===== src/rtl/vga_vram_arbiter.sv =====
// Single-port VRAM arbiter: display reads the front bank with absolute priority, writer fills the back bank.
// Optional macro VGA_ARB_STATS_EN adds the Wr_Stall_Cycles counter output.
module vga_vram_arbiter #(
   parameter int unsigned ADDR_W     = 19,
   parameter int unsigned DATA_W     = 8,
   parameter int unsigned RD_LATENCY = 1
) (
   input  logic              CLK,
   input  logic              RST,
   input  logic              Disp_Req,
   input  logic [ADDR_W-1:0] Disp_Addr,
   output logic [DATA_W-1:0] Disp_Data,
   output logic              Disp_Valid,
   input  logic              Wr_Req,
   input  logic [ADDR_W-1:0] Wr_Addr,
   input  logic [DATA_W-1:0] Wr_Data,
   output logic              Wr_Ack,
   input  logic              Swap_Req,
   input  logic              VBlank_Start,
   output logic              Swap_Pending,
   output logic              Front_Bank,
   output logic              Mem_En,
   output logic              Mem_WE,
   output logic [ADDR_W:0]   Mem_Addr,
   output logic [DATA_W-1:0] Mem_WData,
`ifdef VGA_ARB_STATS_EN
   output logic [15:0]       Wr_Stall_Cycles,
`endif
   input  logic [DATA_W-1:0] Mem_RData
);

   localparam int unsigned VP_W = RD_LATENCY + 1;

   logic            rd_grant;
   logic            wr_grant;
   logic            front_n;
   logic            pend_n;
   logic [VP_W-1:0] vpipe;

   // Display first, then writer; nothing is granted while in reset
   always_comb begin
      rd_grant = Disp_Req & ~RST;
      wr_grant = Wr_Req & ~Disp_Req & ~RST;
   end

   assign Wr_Ack = wr_grant;

   // Swap sequencing: a request arriving with VBlank_Start is applied at once
   always_comb begin
      front_n = Front_Bank;
      pend_n  = Swap_Pending;
      if (VBlank_Start && (Swap_Pending || Swap_Req)) begin
         front_n = ~Front_Bank;
         pend_n  = 1'b0;
      end else if (Swap_Req) begin
         pend_n  = 1'b1;
      end
   end

   always_ff @(posedge CLK) begin
      if (RST) begin
         Front_Bank   <= 1'b0;
         Swap_Pending <= 1'b0;
         Mem_En       <= 1'b0;
         Mem_WE       <= 1'b0;
         Mem_Addr     <= '0;
         Mem_WData    <= '0;
         vpipe        <= '0;
      end else begin
         Front_Bank   <= front_n;
         Swap_Pending <= pend_n;
         Mem_En       <= rd_grant | wr_grant;
         Mem_WE       <= wr_grant;
         // Bank is taken from the pre-toggle Front_Bank, so accesses never straddle a swap
         if (rd_grant) begin
            Mem_Addr <= {Front_Bank, Disp_Addr};
         end else if (wr_grant) begin
            Mem_Addr  <= {~Front_Bank, Wr_Addr};
            Mem_WData <= Wr_Data;
         end
         vpipe <= {vpipe[VP_W-2:0], rd_grant};
      end
   end

   assign Disp_Valid = vpipe[VP_W-1];
   assign Disp_Data  = Disp_Valid ? Mem_RData : '0;

`ifdef VGA_ARB_STATS_EN
   // Saturating count of writer stall cycles, cleared each vertical blank
   always_ff @(posedge CLK) begin
      if (RST || VBlank_Start) begin
         Wr_Stall_Cycles <= 16'h0000;
      end else if (Wr_Req && !wr_grant && (Wr_Stall_Cycles != 16'hFFFF)) begin
         Wr_Stall_Cycles <= Wr_Stall_Cycles + 16'd1;
      end
   end
`endif

endmodule


===== config.mk =====
export PLATFORM = sky130hd
export DESIGN_NAME = vga_vram_arbiter
export DESIGN_NICKNAME = d
export VERILOG_FILES = /design/src/rtl/vga_vram_arbiter.sv
export SDC_FILE = /design/constraint.sdc
export NUM_CORES = 1
export LEC_CHECK = 0
export ABC_AREA = 1
export CELL_PAD_IN_SITES_DETAIL_PLACEMENT = 0
export CELL_PAD_IN_SITES_GLOBAL_PLACEMENT = 2
export CORE_UTILIZATION = 19
export CTS_BUF_LIST = sky130_fd_sc_hd__clkbuf_4 sky130_fd_sc_hd__clkbuf_8
export DETAILED_ROUTE_END_ITERATION = 12
export PLACE_DENSITY = 0.9
export SYNTH_ARGS = -nofsm -noshare
export SYNTH_HDL_FRONTEND = slang
export SYNTH_SLANG_ARGS = --single-unit

===== constraint.sdc =====
create_clock -name CLK -period 2.12 [get_ports CLK]
set_input_delay 0.424 -clock CLK [delete_from_list [all_inputs] [get_ports CLK]]
set_output_delay 0.424 -clock CLK [all_outputs]
set_load 0.005 [all_outputs]

==> flow_summary.toml <==
[global_routing]
grt_max_degree = 31
grt_usage_pct = 11.5
grt_overflow_total = 0
antenna_found_initial = 0
first_global_vias = 1733
grt_pass1_wl_mm = 8.02

[cells_and_area]
layout.cells.non_filler = 452
regArea_um2 = 681
area_growth_syn_to_layout_pct = 77.3
fillers = 907
multiInputGateArea_um2 = 673
antenna_cells = 0
fin_nets = 406
final_layout_size_suffix_gt1_share_pct = 6.05

[cts]
cts_tree = "built"
ctsHoldBuffers = 0
cts_max_level = 2
path_clk_slew_ns = 0.08
clock_path_buffers = 2
cts_sinks = 34
cts-root-buf = "clkbuf_8"
cts_made_buffers = 5
cts_setup_buffers = 0
ctsResizeCount = 0
clk_latency_ns = 0.28

[timing]
rsz0062_at_grt = "false"
slew_violations = 0
min_period_over_period_pct = 97.0
tightestPinTransition_ns = 0.361
finalHoldViolations = 0
clock_skew_ns = 0.00392
finalSetupViolCount = 0
period_needed_ns = 2.06
max_freq_ghz = 0.486
relSlewSlack_pct = 75.7
setup_tns_ns = 0

[die]
ios = 102
die_x_um = 94.6
core_mm2 = 0.00826
initial_core_util_pct = 19.7
die_y_um = 94.6
rows = 33
dieArea_mm2 = 0.00895

[power_and_ir_drop]
switching_share_pct = 23.1
seq_power_share_pct = 39.3
power.density_mw_per_mm2 = 621
power_frac_clock_pct = 40.1
internal-power_mw = 1.38
ir_drop_mv = 0.240
power_switching_mw = 0.414
power_frac_comb_pct = 20.5
p_leak_nw = 1.30

[yosys]
ys_ff_latch = 34
synth-edff-count = 0
synthesis.area_mm2 = 0.00163
syn_nets = 306
synthDistinctLibCells = 18
ys_seq_area_share_pct = 41.8
synthArstFlopShare_pct = 0
ys.flop_type = "dfxtp_1"
synth_area_per_cell_um2 = 6.62
yosys_warnings = 0
synthesis.instances = 246

[setup_path]
arrival_ns = 1.63
path_class = "input port to output port"
worstPathRequired_ns = 1.70
reg2reg_depth = 3
cp-start-kind = "input port"
critPathMaxFanout = 2
rrSetupSlack_ns = 1.15
critPathCaptureType = "output port"
r2r_start = "Swap_Pending"
r2r-end = "Front_Bank"

[routing]
dr.pass1.iters = 5
route.vias.total = 1819
wirelength_mm = 4.92
antenna_left = 0
drt_iter0_markers = 78
wire_per_inst_um = 10.9
drc = 0
via_per_inst = 4.02

[run]
maxCapViolations = 0

[status]
status = "finished, final reports clean"

[worst_hold_path]
hold_class = "flip-flop to flip-flop"
worstHoldStart = "vpipe[0]"
whs_path_depth = 2
min_to = "vpipe[1]"

[placement]
io_buffers = 101
place_hpwl_mm = 3.52
place_congestion = 0.683
dpl.cell_count = 444
-- layer usage --
layer  global-route usage [%]  wire length (µm)  up-vias
met5                        0                 0        -
met2                     19.3              2220       69
met1                     14.1              2230      780
li1                         -                 -      966
met3                     3.62               426        4
met4                     3.41                51        0
-- synthesized netlist by cell type (2+ instances only) --
library cell	n	share of area [%]
inv_1	49	11
clkbuf_1	7	1.6
o21ai_1	9	2.8
nand2_2	2	0.77
a21oi_1	19	5.8
nand3_1	57	18
nand2_1	46	11
buf_2	7	2.2
dfxtp_1	34	42
o21ai_0	2	0.61
nor2_1	6	1.4
buf_4	2	0.92
-- layout make-up --
class	instances	share of cell area [%]
flip-flops and latches	34	23.6
clock buffers	5	2.38
inverters	50	6.50
well taps	105	4.55
repair buffers	110	37.3
multi-input cells	145	23.3
clock inverters	3	2.38
-- power by group through the flow --
stage	Clock (mW)	Combinational, mW	Sequential (mW)
after global placement	0	0.372	0.721
final	0.721	0.369	0.706
after detailed placement	0	0.373	0.721
after floorplan	0	0.135	0.720
after global routing	0.776	0.412	0.711
after CTS	0.748	0.374	0.707
-- flip-flops by register name, indices dropped and copies added, names as in the netlist --
name	cells
Mem_En	1
Front_Bank	1
Swap_Pending	1
vpipe	2
Mem_WE	1
Mem_Addr	20
Mem_WData	8
-- through the flow --
step                      worst slack (ns)  total power [mW]  utilization (%)  instance area (µm²)  hold slack [ns]
after floorplan                      0.790             0.856                -                 1630            0.388
after global placement              0.0297              1.09             33.3                 2750            0.403
after detailed placement            0.0322              1.09             33.3                 2750            0.404
after CTS                           0.0287              1.83             35.0                 2890            0.415
after global routing               0.00190              1.90             35.0                 2890            0.435
final                               0.0636              1.79             35.0                 2890            0.410
-- cell usage in the layout (no fill, tap or decap), types with 2 or more instances in the layout --
cell type,instances
nand2_2,2
dfxtp_1,34
inv_1,49
o21ai_0,2
a21oi_1,19
clkbuf_8,5
nand2_1,46
bufinv_16,2
nor2_1,6
o21ai_1,9
nand3_1,57
clkdlybuf4s50_1,101
buf_4,9
-- cell families (layout without fill, tap and decap cells) --
family / Yosys count / after routing / synth area share [%]
flip-flops: 34 / 34 / 41.8
buffers and inverters: 67 / 168 / 16.9
AND/OR/NAND/NOR: 114 / 114 / 31.6
AO/OA/AOI/OAI: 31 / 31 / 9.68
-- critical path: stages --
cell	delay [ns]
clkdlybuf4s50_1	0.45
inv_2	0.09
nand2_2	0.06
nor2_4	0.09
clkdlybuf4s50_1	0.51
-- worst max path at each step --
stage	start	to	cells past startpoint	slack, ns
after floorplan	RST	Wr_Ack	4	0.79
after global placement	RST	Wr_Ack	5	0.03
after detailed placement	RST	Wr_Ack	5	0.03
after CTS	RST	Wr_Ack	5	0.03
after global routing	RST	Wr_Ack	5	0.002
final	RST	Wr_Ack	5	0.06
(Power assumes the default switching activity.)
